$ cat config.mk
export PLATFORM = sky130hd
export DESIGN_NAME = cfi_mbox_arbiter_flat
export DESIGN_NICKNAME = d
export VERILOG_FILES = /design/src/rtl/cfi_mbox_arbiter_if.sv /design/src/rtl/cfi_mbox_arbiter.sv /design/src/flat_wrapper.sv
export SDC_FILE = /design/constraint.sdc
export NUM_CORES = 1
export LEC_CHECK = 0
export BUFFER_PORTS_ARGS = -buffer_cell sky130_fd_sc_hd__buf_2
export CAP_MARGIN = 5
export CORE_AREA = 2 2 263 265
export CTS_BUF_LIST = sky130_fd_sc_hd__clkbuf_8
export CTS_CLUSTER_DIAMETER = 60
export DETAILED_ROUTE_END_ITERATION = 8
export DIE_AREA = 0 0 265 267
export GPL_TIMING_DRIVEN = 0
export PLACE_DENSITY = 0.4
export SYNTH_ARGS = -nofsm -noshare
export SYNTH_HDL_FRONTEND = slang
export SYNTH_SLANG_ARGS = --single-unit
$ cat constraint.sdc
create_clock -name clk_i -period 2.8 [get_ports clk_i]
set_input_delay 0.14 -clock clk_i [delete_from_list [all_inputs] [get_ports clk_i]]
set_output_delay 0.14 -clock clk_i [all_outputs]
set_load 0.05 [all_outputs]
$ cat src/rtl/cfi_mbox_arbiter_if.sv
`default_nettype none
// ============================================================================
//  Module      : cfi_mbox_arbiter_if
//  Description : Bundle of the per-hart log-queue side and the mailbox
//                backend side of the CFI mailbox arbiter. The master modport
//                is the arbiter's view; the slave modport is the view of the
//                queues and backend that surround it.
//  Revision    : 1.0 - initial release
// ============================================================================
interface cfi_mbox_arbiter_if #(
    parameter int NR_REQ = 4,
    parameter int LOG_W  = 128
);
    localparam int c_SRC_W = $clog2(NR_REQ);

    // Queue side
    logic                      enable_i;
    logic [NR_REQ-1:0]         req_valid_i;
    logic [NR_REQ*LOG_W-1:0]   req_log_i;
    logic [NR_REQ-1:0]         req_pop_o;

    // Backend side
    logic                      be_valid_o;
    logic                      be_ready_i;
    logic [LOG_W-1:0]          be_log_o;
    logic [c_SRC_W-1:0]        be_src_o;
    logic                      be_done_i;
    logic                      be_abort_o;

    // Status
    logic [NR_REQ-1:0]         grant_o;
    logic                      busy_o;
    logic [15:0]               timeout_cnt_o;

    modport master (
        input  enable_i, req_valid_i, req_log_i, be_ready_i, be_done_i,
        output req_pop_o, be_valid_o, be_log_o, be_src_o, be_abort_o,
               grant_o, busy_o, timeout_cnt_o
    );

    modport slave (
        output enable_i, req_valid_i, req_log_i, be_ready_i, be_done_i,
        input  req_pop_o, be_valid_o, be_log_o, be_src_o, be_abort_o,
               grant_o, busy_o, timeout_cnt_o
    );
endinterface
`default_nettype wire

$ cat src/rtl/cfi_mbox_arbiter.sv
`default_nettype none
// ============================================================================
//  Module      : cfi_mbox_arbiter
//  Description : Round-robin arbiter sharing one CFI mailbox backend between
//                NR_REQ per-hart log queues. Latches the granted queue's head
//                log, offers it to the backend, waits for completion or a
//                timeout, then pops the served queue.
//  Revision    : 1.0 - initial release
// ============================================================================
module cfi_mbox_arbiter #(
    parameter int NR_REQ         = 4,
    parameter int LOG_W          = 128,
    parameter int TIMEOUT_CYCLES = 1024
) (
    input  wire logic           clk_i,
    input  wire logic           rst_i,
    cfi_mbox_arbiter_if.master  bus
);

    localparam int c_SRC_W = $clog2(NR_REQ);
    localparam int c_IDX_W = c_SRC_W + 1;
    localparam int c_TMR_W = $clog2(TIMEOUT_CYCLES) + 1;

    localparam logic [c_TMR_W-1:0] c_TMR_LAST = c_TMR_W'(TIMEOUT_CYCLES - 1);
    localparam logic [c_SRC_W-1:0] c_SRC_LAST = c_SRC_W'(NR_REQ - 1);
    localparam logic [NR_REQ-1:0]  c_ONE_HOT0 = NR_REQ'(1);
    localparam logic [15:0]        c_CNT_MAX  = 16'hFFFF;

    typedef enum logic [1:0] {
        S_IDLE      = 2'd0,
        S_ISSUE     = 2'd1,
        S_WAIT_DONE = 2'd2,
        S_RELEASE   = 2'd3
    } state_t;

    state_t               r_state;
    state_t               w_state_nxt;

    logic [c_SRC_W-1:0]   r_rr_ptr;
    logic [c_SRC_W-1:0]   w_rr_ptr_nxt;
    logic [c_SRC_W-1:0]   r_be_src;
    logic [c_SRC_W-1:0]   w_be_src_nxt;
    logic [NR_REQ-1:0]    r_grant;
    logic [NR_REQ-1:0]    w_grant_nxt;
    logic [LOG_W-1:0]     r_be_log;
    logic [LOG_W-1:0]     w_be_log_nxt;
    logic [c_TMR_W-1:0]   r_timer;
    logic [c_TMR_W-1:0]   w_timer_nxt;
    logic [15:0]          r_timeout_cnt;
    logic [15:0]          w_timeout_cnt_nxt;

    logic                 w_be_valid;
    logic                 w_be_abort;
    logic [NR_REQ-1:0]    w_req_pop;

    logic                 w_found;
    logic [c_SRC_W-1:0]   w_pick;
    logic [c_IDX_W-1:0]   w_idx;

    // Round-robin pick: scan offsets high to low so the smallest offset from
    // the pointer that has a valid request is the one left in w_pick.
    always_comb begin : p_rr_pick
        w_found = 1'b0;
        w_pick  = '0;
        w_idx   = '0;
        for (int k = NR_REQ - 1; k >= 0; k--) begin
            w_idx = {1'b0, r_rr_ptr} + c_IDX_W'(k);
            if (w_idx >= c_IDX_W'(NR_REQ)) begin
                w_idx = w_idx - c_IDX_W'(NR_REQ);
            end
            if (bus.req_valid_i[w_idx[c_SRC_W-1:0]]) begin
                w_found = 1'b1;
                w_pick  = w_idx[c_SRC_W-1:0];
            end
        end
    end

    // Next-state and output decode; every register holds unless a state acts.
    always_comb begin : p_fsm_comb
        w_state_nxt       = r_state;
        w_rr_ptr_nxt      = r_rr_ptr;
        w_be_src_nxt      = r_be_src;
        w_grant_nxt       = r_grant;
        w_be_log_nxt      = r_be_log;
        w_timer_nxt       = r_timer;
        w_timeout_cnt_nxt = r_timeout_cnt;
        w_be_valid        = 1'b0;
        w_be_abort        = 1'b0;
        w_req_pop         = '0;

        case (r_state)
            S_IDLE: begin
                if (bus.enable_i && w_found) begin
                    w_be_src_nxt = w_pick;
                    w_grant_nxt  = c_ONE_HOT0 << w_pick;
                    w_be_log_nxt = bus.req_log_i[int'(w_pick) * LOG_W +: LOG_W];
                    w_state_nxt  = S_ISSUE;
                end
            end

            S_ISSUE: begin
                // Offer stays up until the backend takes it; no timeout here.
                w_be_valid = 1'b1;
                if (bus.be_ready_i) begin
                    w_timer_nxt = '0;
                    w_state_nxt = S_WAIT_DONE;
                end
            end

            S_WAIT_DONE: begin
                // Completion takes priority over a timeout in the same cycle.
                if (bus.be_done_i) begin
                    w_state_nxt = S_RELEASE;
                end else if (r_timer == c_TMR_LAST) begin
                    w_be_abort  = 1'b1;
                    if (r_timeout_cnt != c_CNT_MAX) begin
                        w_timeout_cnt_nxt = r_timeout_cnt + 16'd1;
                    end
                    w_state_nxt = S_RELEASE;
                end else begin
                    w_timer_nxt = r_timer + c_TMR_W'(1);
                end
            end

            S_RELEASE: begin
                // The served entry is popped whether it completed or timed out.
                w_req_pop    = r_grant;
                w_rr_ptr_nxt = (r_be_src == c_SRC_LAST) ? '0 : r_be_src + c_SRC_W'(1);
                w_grant_nxt  = '0;
                w_state_nxt  = S_IDLE;
            end

            default: begin
                w_state_nxt = S_IDLE;
            end
        endcase
    end

    // State register.
    always_ff @(posedge clk_i) begin : p_state_reg
        if (rst_i) begin
            r_state <= S_IDLE;
        end else begin
            r_state <= w_state_nxt;
        end
    end

    // Grant, latched log, round-robin pointer, timer and timeout counter.
    always_ff @(posedge clk_i) begin : p_data_reg
        if (rst_i) begin
            r_rr_ptr      <= '0;
            r_be_src      <= '0;
            r_grant       <= '0;
            r_be_log      <= '0;
            r_timer       <= '0;
            r_timeout_cnt <= '0;
        end else begin
            r_rr_ptr      <= w_rr_ptr_nxt;
            r_be_src      <= w_be_src_nxt;
            r_grant       <= w_grant_nxt;
            r_be_log      <= w_be_log_nxt;
            r_timer       <= w_timer_nxt;
            r_timeout_cnt <= w_timeout_cnt_nxt;
        end
    end

    assign bus.req_pop_o     = w_req_pop;
    assign bus.be_valid_o    = w_be_valid;
    assign bus.be_log_o      = r_be_log;
    assign bus.be_src_o      = r_be_src;
    assign bus.be_abort_o    = w_be_abort;
    assign bus.grant_o       = r_grant;
    assign bus.busy_o        = (r_state != S_IDLE);
    assign bus.timeout_cnt_o = r_timeout_cnt;

endmodule
`default_nettype wire

$ cat src/flat_wrapper.sv
// flat-port wrapper written by rule: the top's interface ports become plain ports
module cfi_mbox_arbiter_flat 
#(
    parameter int NR_REQ         = 4,
    parameter int LOG_W          = 128,
    parameter int TIMEOUT_CYCLES = 1024
)
  (clk_i, rst_i, bus_enable_i, bus_req_valid_i, bus_req_log_i, bus_be_ready_i, bus_be_done_i, bus_req_pop_o, bus_be_valid_o, bus_be_log_o, bus_be_src_o, bus_be_abort_o, bus_grant_o, bus_busy_o, bus_timeout_cnt_o);
  cfi_mbox_arbiter_if #(.NR_REQ(NR_REQ), .LOG_W(LOG_W)) bus_i ();
  input  wire logic clk_i;
  input  wire logic rst_i;
  input wire logic [$bits(bus_i.enable_i)-1:0] bus_enable_i;
  input wire logic [$bits(bus_i.req_valid_i)-1:0] bus_req_valid_i;
  input wire logic [$bits(bus_i.req_log_i)-1:0] bus_req_log_i;
  input wire logic [$bits(bus_i.be_ready_i)-1:0] bus_be_ready_i;
  input wire logic [$bits(bus_i.be_done_i)-1:0] bus_be_done_i;
  output wire logic [$bits(bus_i.req_pop_o)-1:0] bus_req_pop_o;
  output wire logic [$bits(bus_i.be_valid_o)-1:0] bus_be_valid_o;
  output wire logic [$bits(bus_i.be_log_o)-1:0] bus_be_log_o;
  output wire logic [$bits(bus_i.be_src_o)-1:0] bus_be_src_o;
  output wire logic [$bits(bus_i.be_abort_o)-1:0] bus_be_abort_o;
  output wire logic [$bits(bus_i.grant_o)-1:0] bus_grant_o;
  output wire logic [$bits(bus_i.busy_o)-1:0] bus_busy_o;
  output wire logic [$bits(bus_i.timeout_cnt_o)-1:0] bus_timeout_cnt_o;
  assign bus_i.enable_i = bus_enable_i;
  assign bus_i.req_valid_i = bus_req_valid_i;
  assign bus_i.req_log_i = bus_req_log_i;
  assign bus_i.be_ready_i = bus_be_ready_i;
  assign bus_i.be_done_i = bus_be_done_i;
  assign bus_req_pop_o = bus_i.req_pop_o;
  assign bus_be_valid_o = bus_i.be_valid_o;
  assign bus_be_log_o = bus_i.be_log_o;
  assign bus_be_src_o = bus_i.be_src_o;
  assign bus_be_abort_o = bus_i.be_abort_o;
  assign bus_grant_o = bus_i.grant_o;
  assign bus_busy_o = bus_i.busy_o;
  assign bus_timeout_cnt_o = bus_i.timeout_cnt_o;
  cfi_mbox_arbiter #(.NR_REQ(NR_REQ), .LOG_W(LOG_W), .TIMEOUT_CYCLES(TIMEOUT_CYCLES)) u_core (.clk_i(clk_i), .rst_i(rst_i), .bus(bus_i));
endmodule
==> results.yml <==
sta:
  fin_crit_ns: 2.64
  final_report_max_slew_violation_count: 0
  timing.fmax_mhz: 378
  worst_clock_skew_ns: 0.0231
  worst_slew_pin_slew_ns: 1.15
  finalSetupViolCount: 0
  grt_setup_unrepaired: "yes"
  slew-limit-headroom_pct: 23.4
  hold_slack_ns: 0.0657
  report.final.hold_viol_count: 0
  timing.final.crit_share_pct: 94.4
  layout_setup_ws_ns: 0.157
finish:
  design_area_sq_mm: 0.0174
  multi_input_area_sq_mm: 0.00457
  final-seq-area_sq_mm: 0.00330
  final_layout_size_suffix_gt1_share_pct: 36.4
  final_nets: 2612
  fin_cells: 2991
  area.growth.synth_to_final_pct: 109
  filler_cell_count: 7433
synthesis:
  synth.lib_cells_used.distinct: 47
  postSynthCellCount: 974
  synthesis.area_sq_mm: 0.00833
  ys_seq_elements: 165
  proportion_of_register_bits_with_asynchronous_set_or_reset_after_synthesis_pct: 0
  synth_enable_flop_cells: 0
  netlist.top_cell.by_area: "dfxtp_1"
  ys_warn_count: 0
  synthesized_area_divided_by_synthesized_cell_count_sq_um: 8.55
  netlist_top_cells_area: "dfxtp_1 40%, a222oi_1 15%, a311oi_1 13%"
  synth_seq_area_share_pct: 39.6
  synth_nets: 1503
  synth_top_area_share_pct: 39.6
  synth_top_flop_cell: "dfxtp_1"
pwr:
  finalPower_mw: 11.7
  powerDensity_mw_per_mm2: 669
  power_leakage_nw: 7.49
  peakVddDrop_uv: 413
detailed_routing:
  first_iter_violations: 1386
  vias: 13500
  first_pass_iters: 9
  drt.antenna.violating_nets: 0
  wirelength_um: 65500
  route.detailed.wl_per_inst_um: 21.9
  post_drt_via_cell_ratio: 4.52
  remaining_drc_errors: 27
place:
  hpwl_after_detailed_placement_um: 50500
  postPlaceCellArea_sq_mm: 0.0128
  placed_cells: 2531
  post-place-ws_ns: -0.402
  gp_routability_congestion: 0.930
  placement.io_buffers: 675
clocking:
  clock_tree_from_tritoncts: "built"
  clock_tree.root_cell: "clkbuf_8"
  h-tree-depth: 4
  path_clk_slew_ns: 0.11
  insertion_delay_ns: 0.57
  clkSinkCount: 165
  cts_made_buffers: 17
  clockBufferDepth: 2
global_route:
  grt_remaining_overflow: 0
  grt.total_usage_pct: 17.6
  antenna_found_initial: 22
  grt_pass1_wl_um: 90100
  grt_max_degree: 17
  grt_pass1_vias: 13700
floorplan:
  std_cell_rows: 96
  die-area_sq_mm: 0.0708
  num_io_pins: 678
  floorplan.initialDensity_pct: 12.3
  core_area_sq_mm: 0.0680
  fp.dieH_um: 267
  die-width_um: 265
setup_path:
  worst_setup_sp_type: "flop"
  crit_chain: "buf_2, inv_1, o221a_2, clkbuf_4, clkbuf_1, a222oi_1, a311oi_1"
  timing.critical_path.slowest_cell_delay_ns: 0.71
  required_ns: 3.23
  criticalPathCategory: "flop to flop"
  worst-path-buf-inv: 4
  critPathTopFamily: "compound AO/OA/AOI/OAI gates"
  crit_path_top_delay_cell: "a222oi_1"
  crit_path_max_fanout: 10
  timing.critical_path.to_type: "flop"
  timing.critical_path.arrival_ns: 3.07
run_status:
  status: "finished with violations"
  violations: "design-rule violations"
flow_run:
  maxCapViolations: 0
worst_hold_path:
  min-delay-path-class: "primary input to flop"
## power breakdown
group,switching (mW),internal [mW]
logic,4.50,1.90
registers,0.348,2.94
clock network,1.13,0.841
## synthesized netlist by cell type, drive strengths merged (4+ instances only)
| library cell | number |
|---|---|
| a21oi | 15 |
| xor2 | 7 |
| nor3 | 5 |
| a22o | 5 |
| and2 | 6 |
| nand2b | 6 |
| xnor2 | 9 |
| nor2 | 159 |
| mux2i | 4 |
| buf | 21 |
| or3 | 6 |
| o21ai | 10 |
| nand4 | 9 |
| inv | 10 |
| a222oi | 128 |
| a311oi | 128 |
| clkbuf | 86 |
| a211oi | 5 |
| nand2 | 142 |
| ha | 8 |
| dfxtp | 165 |
| o2111ai | 4 |
## per-stage QoR
stage | setup TNS [ns] | util (%)
floorplan | 0 | -
global placement | -29.23 | 18.8
detailed placement | -25.46 | 18.9
CTS | 0 | 25.6
global route | -0.00733 | 25.6
finish | 0 | 25.7
## placed cells by master, fill, tap and decap left out, drive strengths merged, types with 4 or more instances in the layout
cell / count
mux2i: 4
inv: 18
dfxtp: 165
a211oi: 5
clkbuf: 107
nand2: 142
a22o: 5
buf: 697
a21oi: 15
xnor2: 9
a311oi: 128
a222oi: 128
xor2: 7
nand2b: 6
and2: 6
nand4: 9
diode: 13
ha: 8
nor2: 159
nor3: 5
o21ai: 10
or3: 6
dlygate4sd3: 411
o2111ai: 4
## worst min-delay path: cells and delay by family
family | cells | cell delay, ns
compound gates | 2 | 0.36
buf+inv | 1 | 0.08
## metal layers
metal,GRT usage [%],wire [um],vias up
li1,-,-,6139
met1,19.3,25300,6321
met2,30.0,31800,865
met3,5.11,4960,187
met4,11.1,3500,2
met5,0,13,-
## what timing repair did
action	4_1_cts	5_1_grt
pin swaps	3	1
hold buffers	411	0
buffers inserted	4	0
gates cloned	0	0
endpoints found under the setup margin	120	110
endpoints found under the hold margin	132	0
resized for setup	9	33
## kinds of logic (layout without fill, tap and decap cells)
group                      Yosys count  after routing  synth area share (%)
AOI/OAI and AO/OA                  313            313                  33.9
xor gates and xnor gates            16             16                  1.68
adders and majority gates            8              8                  1.20
buffers and inverters              117           1239                  5.48
DFF                                165            165                  39.6
muxes                                6              6                 0.751
other                                0             13                     0
and+or+nand+nor                    349            349                  17.3
## state kept, by name, indices dropped and copies added (netlist names)
register and count:
u_core.r_rr_ptr 2, u_core.bus.be_src_o 2, u_core.r_state 2, u_core.r_timer 11, u_core.bus.grant_o 4, u_core.bus.be_log_o 128, u_core.bus.timeout_cnt_o 16
## path summary, 6_finish.rpt
kind	from	to	slack, ns	cells past startpoint
setup / recovery	u_core.r_rr_ptr[1]$_SDFFE_PP0P_	u_core.bus.be_log_o[11]$_SDFFE_PP0P_	0.16	7
hold / removal	bus_req_log_i[190]	u_core.bus.be_log_o[62]$_SDFFE_PP0P_	0.07	3
setup reg to reg	u_core.r_rr_ptr[1]$_SDFFE_PP0P_	u_core.bus.be_log_o[11]$_SDFFE_PP0P_	0.16	7
hold reg to reg	u_core.bus.be_log_o[55]$_SDFFE_PP0P_	u_core.bus.be_log_o[55]$_SDFFE_PP0P_	0.50	2
## final cells by class
class / count / area share [%]
diodes: 13 / 0.187
plain buffers: 107 / 2.63
clock buffers: 18 / 1.42
clock inverters: 14 / 0.926
inverters: 10 / 0.215
multi-input cells: 692 / 26.2
flip-flops and latches: 165 / 18.9
well taps: 882 / 6.33
repair buffers: 1090 / 43.1
(Power assumes the default switching activity.)
